## config.mk

```make
export PLATFORM = sky130hd
export DESIGN_NAME = io_stim_capture
export DESIGN_NICKNAME = d
export VERILOG_FILES = /design/src/rtl/io_stim_pkg.sv /design/src/rtl/lfsr16.sv /design/src/rtl/io_stim_capture.sv
export SDC_FILE = /design/constraint.sdc
export NUM_CORES = 1
export LEC_CHECK = 0
export CAP_MARGIN = 20
export CORE_AREA = 2 2 119 121
export DETAILED_ROUTE_END_ITERATION = 7
export DIE_AREA = 0 0 121 123
export GPL_ROUTABILITY_DRIVEN = 0
export PLACE_DENSITY_LB_ADDON = 0.05
export SETUP_SLACK_MARGIN = 0.15
export SYNTH_ARGS = -nofsm -noshare
export SYNTH_HDL_FRONTEND = slang
export SYNTH_SLANG_ARGS = --single-unit
export TNS_END_PERCENT = 1
```

## constraint.sdc

```tcl
create_clock -name clk -period 4.1 [get_ports clk]
set_input_delay 0.82 -clock clk [delete_from_list [all_inputs] [get_ports clk]]
set_output_delay 0.82 -clock clk [all_outputs]
set_load 0.01 [all_outputs]
```

## src/rtl/io_stim_pkg.sv

```systemverilog
// Shared types and constants for the io_stim_capture stimulus/response engine.
package io_stim_pkg;

    typedef enum logic [2:0] {
        ST_IDLE,
        ST_RESET,
        ST_RUN,
        ST_DRAIN,
        ST_DONE
    } stim_state_t;

    // Feedback taps at bits 15, 13, 12 and 10.
    localparam logic [15:0] LFSR_TAPS = 16'hB400;

    // An all-zero seed would lock the LFSR, so it is replaced by 1.
    function automatic logic [15:0] fix_seed(input logic [15:0] seed);
        return (seed == 16'h0000) ? 16'h0001 : seed;
    endfunction

endpackage

```

## src/rtl/lfsr16.sv

```systemverilog
// 16-bit shift-left Fibonacci LFSR with parallel load and a 4-bit XOR-in port,
// serving both as the stimulus generator (din = 0) and as the response MISR.
module lfsr16
    import io_stim_pkg::*;
(
    input  logic        clk,
    input  logic        rst,
    input  logic        load,
    input  logic [15:0] load_val,
    input  logic        en,
    input  logic [3:0]  din,
    output logic [15:0] q
);

    always_ff @(posedge clk) begin
        if (rst) begin
            q <= '0;
        end else if (load) begin
            q <= load_val;
        end else if (en) begin
            q <= {q[14:0], ^(q & LFSR_TAPS)} ^ {12'b0, din};
        end
    end

endmodule

```

## src/rtl/io_stim_capture.sv

```systemverilog
// Drives a seeded pseudo-random stimulus into an IO-wrapped DUT and compresses
// its four outputs into a 16-bit signature, one pass/fail word per run.
module io_stim_capture
    import io_stim_pkg::*;
#(
    parameter logic [15:0] SEED         = 16'hACE1,
    parameter int          NUM_VECTORS  = 256,
    parameter int          RST_CYCLES   = 4,
    parameter int          DRAIN_CYCLES = 4
) (
    input  logic        clk,
    input  logic        rst,
    input  logic        start,
    output logic        busy,
    output logic        done,
    output logic        dut_rst,
    output logic        dut_cen,
    output logic        dut_ina,
    output logic        dut_inb,
    input  logic [3:0]  dut_out,
    output logic [15:0] signature,
    output logic [15:0] vec_count,
    output stim_state_t dbg_state
);

    localparam logic [15:0] RST_LAST   = 16'(RST_CYCLES - 1);
    localparam logic [15:0] RUN_LAST   = 16'(NUM_VECTORS - 1);
    localparam logic [15:0] RUN_MAX    = 16'(NUM_VECTORS);
    localparam logic [15:0] DRAIN_LAST = 16'((DRAIN_CYCLES > 0) ? DRAIN_CYCLES - 1 : 0);

    stim_state_t state, state_next;
    logic [15:0] phase_cnt;
    logic [15:0] stim;
    logic [3:0]  sync1, smp;
    logic        enter_reset;
    logic        busy_d, done_d, dut_rst_d;
    logic        unused_stim;

    assign dbg_state   = state;
    assign unused_stim = ^stim[15:4];

    // State register; phase_cnt counts cycles spent in the current state.
    always_ff @(posedge clk) begin
        if (rst) begin
            state     <= ST_IDLE;
            phase_cnt <= '0;
            busy      <= 1'b0;
            done      <= 1'b0;
            dut_rst   <= 1'b1;
            vec_count <= '0;
        end else begin
            state     <= state_next;
            phase_cnt <= (state_next != state) ? '0 : phase_cnt + 16'd1;
            busy      <= busy_d;
            done      <= done_d;
            dut_rst   <= dut_rst_d;
            if (enter_reset) begin
                vec_count <= '0;
            end else if (state == ST_RUN && vec_count != RUN_MAX) begin
                vec_count <= vec_count + 16'd1;
            end
        end
    end

    // dut_out is asynchronous to the stimulus, so it is resynchronised first.
    always_ff @(posedge clk) begin
        if (rst) begin
            sync1 <= '0;
            smp   <= '0;
        end else begin
            sync1 <= dut_out;
            smp   <= sync1;
        end
    end

    always_comb begin
        state_next = state;
        case (state)
            ST_IDLE, ST_DONE: if (start) state_next = ST_RESET;
            ST_RESET: if (phase_cnt == RST_LAST) state_next = ST_RUN;
            ST_RUN: begin
                if (phase_cnt == RUN_LAST) begin
                    state_next = (DRAIN_CYCLES == 0) ? ST_DONE : ST_DRAIN;
                end
            end
            ST_DRAIN: if (phase_cnt == DRAIN_LAST) state_next = ST_DONE;
            default: state_next = ST_IDLE;
        endcase
    end

    // Registered status is decoded from the next state; stimulus is one gate from the LFSR.
    always_comb begin
        enter_reset = (state_next == ST_RESET) && (state != ST_RESET);
        busy_d      = (state_next == ST_RESET) || (state_next == ST_RUN) || (state_next == ST_DRAIN);
        done_d      = (state_next == ST_DONE);
        dut_rst_d   = (state_next == ST_IDLE) || (state_next == ST_RESET);
        dut_ina     = (state == ST_RUN) && stim[0];
        dut_inb     = (state == ST_RUN) && stim[1];
        dut_cen     = (state == ST_RUN) && (stim[2] || stim[3]);
    end

    lfsr16 u_stim_lfsr (
        .clk      (clk),
        .rst      (rst),
        .load     (enter_reset),
        .load_val (fix_seed(SEED)),
        .en       (state == ST_RUN),
        .din      (4'b0000),
        .q        (stim)
    );

    lfsr16 u_misr (
        .clk      (clk),
        .rst      (rst),
        .load     (enter_reset),
        .load_val (16'h0000),
        .en       ((state == ST_RUN) || (state == ST_DRAIN)),
        .din      (smp),
        .q        (signature)
    );

endmodule

```

==> reports/qor.yml, run 1 <==
grt:
  grt_pass1_wl_um: 13700
  use_met2: 0.171
  grt_max_degree: 35
  grt_use_met1: 0.168
  grt_use_met3: 0.0244
  overflow: 0
  grt-busiest-layer: "met2"
  grt_pass1_vias: 2569
  grtUsageTotal: 0.120
  antenna_found_initial: 0
cells_and_area:
  diodes: 0
  layout_commonest_cell: "dfxtp_1"
  final_cell_mix: "dfxtp_1, nand2_1, a21oi_1, clkdlybuf4s50_1, xnor2_1"
  area_delta_synth_final_pct: 27.2
  nets: 434
  fill_cells: 1449
  seqCellArea_sq_um: 1560
  drive_gt1_frac: 0.0583
  multi_input_area_sq_um: 1640
synth:
  syn_area_sq_um: 3360
  yosysWarnings: 0
  synth_top_cell_by_area: "dfxtp_1"
  yosysUniqueCellTypes: 45
  postSynthAreaPerCell_sq_um: 8.68
  synth_nets: 397
  ys_dominant_reg_cell: "dfxtp_1"
  synth_edf_count: 0
  synth_cells: 387
  yosys-top-cells-area: "dfxtp_1, nand2_1, a21oi_1"
  ys_ff_latch: 78
  synth_seq_area_share: 0.465
  synth_top_area_share: 0.465
  async_flop_share: 0
worst_setup_path:
  end_kind: "output pin"
  crit_path_start_kind: "register"
  worstPathArrival_ps: 2360
  cpMaxStageDelayCell: "clkdlybuf4s50_1"
  path_cells: "nor2b_4 -> nand2b_4 -> nor2_1 -> clkdlybuf4s50_1"
  crit_family: "simple AND/OR/NAND/NOR gates"
  crit_type: "reg2out"
  cpPeakStageDelay_ps: 550
  path_max_fanout: 33
  crit_buf_inv: 1
  worstPathRequired_ps: 3280
timing:
  rsz0062_at_grt: "no"
  tightestPinTransition_ps: 779
  setup_viol: 0
  tns_ps: 0
  skew_ps: 6.98
  relSlewSlack: 0.481
  max_freq_mhz: 314
  drv_slew: 0
  finalCritPeriodShare: 0.776
  finalCriticalPeriod_ps: 3180
  fin_hold_ws_ps: 440
  hold_viol_final: 0
clock_tree:
  cts_resized: 0
  cts_max_level: 3
  cts_inserted_buffers: 9
  cts_setup_buffers: 0
  cts_buffer_depth: 2
  clk_pin_slew_ps: 60
  cts_root_buf: "clkbuf_16"
  cts_tree: "built"
  clock_sinks: 78
  insertion_delay_ps: 340
  cts_hold_buf: 0
die:
  initial_utilization: 0.247
  die_w_um: 121
  fp.coreArea_sq_um: 13600
  rows: 43
  io_pins: 48
  dieArea_sq_um: 14900
  die_h_um: 123
detailed_routing:
  vias: 2814
  first_pass_iters: 4
  wl_per_cell_um: 13.8
  drc: 0
  ant_nets: 0
  initialDrtViolationCount: 203
  vias_per_cell: 4.62
  wl_um: 8390
min_path:
  hp-class: "reg2reg"
job:
  maxCapViolCount: 0
pwr:
  peakVddDrop_uv: 147
  p_leak_nw: 1.35
  powerDensity_nw_per_um2: 399
run_status:
  status: "completed"
place:
  port-buffer-count: 47
  post-dp-hpwl_um: 5590
## routing by layer
layer,share of wire,up-vias
li1,-,1447
met4,0.023,0
met2,0.43,43
met1,0.52,1312
met3,0.033,12
met5,0,-
## cell families (layout without fill, tap and decap cells)
kind of cell             after synthesis  in the layout  synth area share
buffers and inverters                 32             74            0.0458
AND/OR/NAND/NOR                      164            164             0.264
XOR/XNOR                              24             24            0.0667
AO/OA/AOI/OAI                         86             86             0.147
flip-flops                            78             78             0.465
adder cells (fa/ha/maj)                3              3            0.0112
## flip-flops by register name, summed over array words and instances (netlist names)
register,count
busy,1
dbg_state,3
done,1
dut_rst,1
phase_cnt,16
smp,4
sync1,4
u_misr.q,16
u_stim_lfsr.q,16
vec_count,16
## area by class of cell
type                            count  area share
Inverter                            8     0.00703
Timing Repair Buffer               50       0.115
Multi-Input combinational cell    277       0.385
Clock buffer                       11      0.0592
Tap cell                          180      0.0527
Sequential cell                    78       0.366
Clock inverter                      5      0.0152
## where the power goes
part / internal (W) / total (W) / leakage, nW / switching, W
clock: 0.000511 / 0.000843 / 0.157 / 0.000332
sequential: 0.000774 / 0.000786 / 0.633 / 0.0000118
combinational: 0.0000308 / 0.0000758 / 0.557 / 0.0000450
## cell usage after synthesis (2+ instances only)
master / count
and3_1: 5
nand4_1: 12
nor3_1: 4
dfxtp_1: 78
inv_1: 8
o21ai_0: 7
nand3_1: 11
nor4b_1: 6
clkbuf_1: 8
nor2b_1: 10
nor4_1: 3
nand2_1: 68
buf_6: 2
nor2_1: 12
buf_1: 3
ha_1: 3
buf_2: 9
a31oi_1: 8
and2_1: 2
a21o_1: 2
or4_1: 9
or3_1: 6
a21oi_1: 47
o31ai_1: 9
nand3b_1: 2
buf_4: 2
xor2_1: 9
o21ai_1: 3
a22oi_1: 3
and4_1: 5
a211oi_1: 4
xnor2_1: 14
## stage by stage
step           cell area (sq um)   util  total power, W  setup slack (ps)  instances
3_5_place_dp                3950  0.290        0.000881              1250        593
5_1_grt                     4270  0.314         0.00178               671        609
4_1_cts                     4270  0.314         0.00174               841        609
3_3_place_gp                3950  0.290        0.000881              1270        593
6_report                    4270  0.314         0.00171               917        609
2_1_floorplan               3360      -        0.000853              1940        387
## worst paths after layout
path                                               from                  endpoint  slack (ps)  cells past startpoint
worst max-delay path            dbg_state[1]$_SDFF_PP0_                   dut_cen         920                      4
worst min-delay path            phase_cnt[0]$_SDFF_PP0_   phase_cnt[0]$_SDFF_PP0_         440                      1
worst max register to register  dbg_state[1]$_SDFF_PP0_  phase_cnt[13]$_SDFF_PP0_        1720                      4
worst min register to register  phase_cnt[0]$_SDFF_PP0_   phase_cnt[0]$_SDFF_PP0_         440                      1
No activity file was read; power rests on OpenSTA's default activity.
==> inputs of run 2 (changes only) <==
==> constraint.sdc (replaced) <==
create_clock -name clk -period 3.3 [get_ports clk]
set_input_delay 0.66 -clock clk [delete_from_list [all_inputs] [get_ports clk]]
set_output_delay 0.66 -clock clk [all_outputs]
set_load 0.01 [all_outputs]
==> run 2 against run 1 <==
Sequential cell count is the same. Combinational power rose by 26%. Highest routed layer unchanged. Global-route usage grew 0.39 points. Critical path depth did not move. Worst setup slack worse by 320 ps. Routed wire length grew 2.8%. Core utilization up 0.26 points. Design area is 0.82% higher.
==> reports/qor.yml, run 2 (synthesized netlist as in run 1, its figures left out) <==
job:
  maxCapViolCount: 0  # unchanged
die:
  initial_utilization: 0.247  # unchanged
  rows: 43  # unchanged
  io_pins: 48  # unchanged
  die_w_um: 121  # unchanged
  fp.coreArea_sq_um: 13600  # unchanged
  die_h_um: 123  # unchanged
  dieArea_sq_um: 14900  # unchanged
timing:
  rsz0062_at_grt: "no"
  finalCritPeriodShare: 0.820
  max_freq_mhz: 370
  setup_viol: 0  # unchanged
  tightestPinTransition_ps: 710  # -68.5 ps
  skew_ps: 5.87  # -1.11 ps
  drv_slew: 0  # unchanged
  hold_viol_final: 0  # unchanged
  finalCriticalPeriod_ps: 2710
  tns_ps: 0  # unchanged
  fin_ws_ps: 594  # -323 ps
  relSlewSlack: 0.526  # +0.0457
cells_and_area:
  instances_no_fill: 610  # +0.16%
  area_delta_synth_final_pct: 28.2
  fill_cells: 1446  # -0.21%
  diodes: 0  # unchanged
  nets: 436  # +0.46%
  drive_gt1_frac: 0.0581  # -0.000136
  layout_commonest_cell: "dfxtp_1"
  final_cell_mix: "dfxtp_1, nand2_1, a21oi_1, clkdlybuf4s50_1, xnor2_1"
place:
  post-dp-hpwl_um: 5720  # +2.4%
  port-buffer-count: 47  # unchanged
  pre_cts_ws_ps: 947  # -302 ps
  place_inst: 595  # +0.34%
detailed_routing:
  ant_nets: 0  # unchanged
  vias_per_cell: 4.64  # +0.51%
  initialDrtViolationCount: 164  # -19%
  vias: 2833  # +0.68%
  drc: 0  # unchanged
  wl_met3_um: 284  # +1.4%
  wl_met2_um: 3530  # -1.6%
  wl_per_cell_um: 14.1  # +2.6%
  top_layer_used: "met4"
  m1WireLength_um: 4610  # +6.4%
  wl_um: 8620  # +2.8%
  first_pass_iters: 4  # unchanged
clock_tree:
  clock_sinks: 78  # unchanged
  insertion_delay_ps: 340  # about the same
  clk_pin_slew_ps: 60  # about the same
  cts_setup_buffers: 0  # unchanged
  cts_inserted_buffers: 9  # unchanged
  cts_tree: "built"
  cts_max_level: 3  # unchanged
  cts_resized: 0  # unchanged
  cts_buffer_depth: 2  # unchanged
  cts_hold_buf: 0  # unchanged
  cts_root_buf: "clkbuf_16"
pwr:
  powerDensity_nw_per_um2: 516  # +29%
  p_leak_nw: 1.36  # +1.3%
  total_power_w: 0.00222  # +30%
  peakVddDrop_uv: 174  # +19%
grt:
  grt_pass1_vias: 2729  # +6.2%
  antenna_found_initial: 0  # unchanged
  grtUsageTotal: 0.124  # +0.00393
  grt_pass1_wl_um: 14200  # +3.6%
  grt_max_degree: 33  # -5.7%
  overflow: 0  # unchanged
min_path:
  hp-class: "reg2reg"
worst_setup_path:
  worstPathArrival_ps: 2050  # -310 ps
  end_kind: "output pin"
  crit_type: "reg2out"
  crit_path_start_kind: "register"
  path_max_fanout: 20  # -39%
  worstPathRequired_ps: 2640  # -640 ps
run_status:
  status: "completed"
-- run 2: changes by cell type in the layout (fill, tap and decap cells not counted) --
cell,change
clkinv_2,+1
clkinv_4,-2
buf_4,+2
clkbuf_8,-1
clkbuf_1,+1
inv_6,-2
bufinv_16,+2
-- run 2: per-layer routing --
metal / up-vias / GRT usage
met2: 41 / 0.173
met4: 0 / 0.0719
met3: 11 / 0.0244
li1: 1447 / -
met1: 1334 / 0.175
met5: - / 0
-- run 2: per-stage QoR --
stage          utilization  area, sq um  hold slack (ps)
6_report             0.316         4310              439
5_1_grt              0.316         4310              465
4_1_cts              0.316         4310              443
3_5_place_dp         0.291         3970              430
3_3_place_gp         0.291         3970              425
2_1_floorplan            -         3360              410
-- run 2: power by group --
group | switching (W) | leakage [nW] | total [W] | internal, W
sequential | 0.0000142 | 0.633 | 0.000976 | 0.000962
combinational | 0.0000556 | 0.566 | 0.0000953 | 0.0000397
clock | 0.000397 | 0.166 | 0.00115 | 0.000754
total | 0.000467 | 1.36 | 0.00222 | 0.00176
-- run 2: worst paths after layout --
path	cells past startpoint	from	endpoint	slack [ps]
worst min-delay path	1	phase_cnt[0]$_SDFF_PP0_	phase_cnt[0]$_SDFF_PP0_	440
worst min register to register	1	phase_cnt[0]$_SDFF_PP0_	phase_cnt[0]$_SDFF_PP0_	440
worst max register to register	5	dbg_state[1]$_SDFF_PP0_	phase_cnt[1]$_SDFF_PP0_	1050
worst max-delay path	4	dbg_state[1]$_SDFF_PP0_	dut_cen	590
-- run 2: layout make-up --
type	instances	area, sq um	area share
clock inverters	4	95.1	0.0221
inverters	8	30.0	0.00697
flip-flops and latches	78	1560	0.363
repair buffers	52	508	0.118
multi-input cells	277	1640	0.382
well taps	180	225	0.0523
clock buffers	11	243	0.0564
-- run 2: worst max-delay path: stages, from the launching register on --
cell and delay, ps:
dfxtp_1 450, nor2b_4 510, nand2b_4 80, nor2_1 120, clkdlybuf4s50_1 540
==> inputs of run 3 (changes only) <==
==> constraint.sdc (replaced) <==
create_clock -name clk -period 2.3 [get_ports clk]
set_input_delay 0.46 -clock clk [delete_from_list [all_inputs] [get_ports clk]]
set_output_delay 0.46 -clock clk [all_outputs]
set_load 0.01 [all_outputs]
==> run 3 against run 2 <==
Sequential share of layout area is 0.31 points lower. Routed wire length is 0.71% lower. Clock power grew 29%. Total power grew 36%. Clock-buffer cell count is the same. Critical path type unchanged.
==> reports/qor.yml, run 3 (synthesized netlist as in run 1, its figures left out) <==
grt:
  antenna_found_initial: 0  # unchanged
  grt_max_degree: 31  # -6.1%
  grt_use_met3: 0.0351  # +0.0106
  grt_use_met1: 0.170  # -0.00502
  grt-busiest-layer: "met2"
  overflow: 0  # unchanged
  grt_pass1_wl_um: 14000  # -1.8%
  use_met2: 0.177  # +0.00386
  grtUsageTotal: 0.122  # -0.00132
  grt_pass1_vias: 2657  # -2.6%
detailed_routing:
  ant_nets: 0  # unchanged
  vias_per_cell: 4.66  # +0.32%
  first_pass_iters: 5  # +1
  initialDrtViolationCount: 144  # -12%
  wl_um: 8560  # -0.71%
  drc: 0  # unchanged
  wl_per_cell_um: 13.8  # -2.2%
  vias: 2884  # +1.8%
worst_setup_path:
  cpPeakStageDelay_ps: 520  # -20 ps
  crit_family: "buffers and inverters"
  path_cells: "nor3b_4 -> nand2_2 -> inv_1 -> clkdlybuf4s50_1"
  crit_path_start_kind: "register"
  rrSetupSlack_ps: 350  # -700 ps
  crit_type: "reg2out"
  worstPathArrival_ps: 1670  # -380 ps
  crit_buf_inv: 2  # +1
  worstPathRequired_ps: 1840  # -800 ps
  path_max_fanout: 9  # -55%
  cpMaxStageDelayCell: "clkdlybuf4s50_1"
  end_kind: "output pin"
pwr:
  powerDensity_nw_per_um2: 696  # +35%
  peakVddDrop_uv: 295  # +70%
  p_leak_nw: 1.41  # +3.6%
clock_tree:
  cts_buffer_depth: 2  # unchanged
  cts_root_buf: "clkbuf_16"
  cts_hold_buf: 0  # unchanged
  cts_max_level: 3  # unchanged
  cts_tree: "built"
  cts_inserted_buffers: 9  # unchanged
  cts_setup_buffers: 0  # unchanged
  clock_sinks: 78  # unchanged
  clk_pin_slew_ps: 60  # about the same
  insertion_delay_ps: 340  # about the same
timing:
  tightestPinTransition_ps: 501  # -209 ps
  finalCritPeriodShare: 0.928
  skew_ps: 5.20  # -0.668 ps
  drv_slew: 0  # unchanged
  tns_ps: 0  # unchanged
  max_freq_mhz: 469
  finalCriticalPeriod_ps: 2130
  setup_viol: 0  # unchanged
  relSlewSlack: 0.661  # +0.135
  hold_viol_final: 0  # unchanged
  fin_hold_ws_ps: 435  # -4.29 ps
  rsz0062_at_grt: "yes"
min_path:
  hp-class: "reg2reg"
die:
  fp.coreArea_sq_um: 13600  # unchanged
  dieArea_sq_um: 14900  # unchanged
  die_h_um: 123  # unchanged
  rows: 43  # unchanged
  die_w_um: 121  # unchanged
  io_pins: 48  # unchanged
  initial_utilization: 0.247  # unchanged
cells_and_area:
  fin_util: 0.320  # +0.00377
  diodes: 0  # unchanged
  area_delta_synth_final_pct: 29.7
  final_cell_mix: "dfxtp_1, nand2_1, a21oi_1, clkdlybuf4s50_1, xnor2_1"
  layout_commonest_cell: "dfxtp_1"
  nets: 444  # +1.8%
  drive_gt1_frac: 0.0888  # +0.0307
place:
  port-buffer-count: 47  # unchanged
  post-dp-hpwl_um: 5840  # +2.0%
job:
  maxCapViolCount: 0  # unchanged
run_status:
  status: "completed"
-- run 3: changes by cell type in the layout (fill, tap and decap cells not counted), sizes merged --
cell	before	now
buf	5	13
clkinv	1	4
bufinv	3	1
dlymetal6s2s	0	1
clkdlybuf4s50	47	46
-- run 3: through the flow --
step           setup WS, ps  power (W)  cell area (sq um)  instances
6_report                166    0.00303               4360        619
5_1_grt                 101    0.00318               4360        619
4_1_cts                 139    0.00309               4350        619
3_5_place_dp            181    0.00158               4030        603
3_3_place_gp            152    0.00158               4030        603
2_1_floorplan           495    0.00152               3360        387
-- run 3: worst paths after layout --
| path | from | to | cells after the start |
|---|---|---|---|
| worst max-delay path | dbg_state[1]$_SDFF_PP0_ | dut_ina | 4 |
| worst min-delay path | phase_cnt[0]$_SDFF_PP0_ | phase_cnt[0]$_SDFF_PP0_ | 1 |
| worst max register to register | vec_count[0]$_SDFFE_PP0P_ | vec_count[4]$_SDFFE_PP0P_ | 6 |
| worst min register to register | phase_cnt[0]$_SDFF_PP0_ | phase_cnt[0]$_SDFF_PP0_ | 1 |
-- run 3: repair_timing --
item	in CTS	in global routing
pin swaps	0	0
setup endpoints to repair	3	3
gates resized for setup	4	3
-- run 3: final cells by class --
class	count	area, sq um
tap	180	225
clock inverter	5	57.6
timing repair buffer	60	571
clock buffer	11	253
sequential	78	1570
multi-input combinational	277	1650
fill	1436	9260
inverter	8	30.0
-- run 3: metal layers --
metal | share of wire | wire length [um]
met1 | 0.52 | 4470
met2 | 0.42 | 3610
met3 | 0.041 | 350
met4 | 0.015 | 129
met5 | 0 | 0
-- run 3: report_power, final --
part | switching (W) | internal [W]
clock network | 0.000585 | 0.000900
logic | 0.0000846 | 0.0000657
registers | 0.0000182 | 0.00138
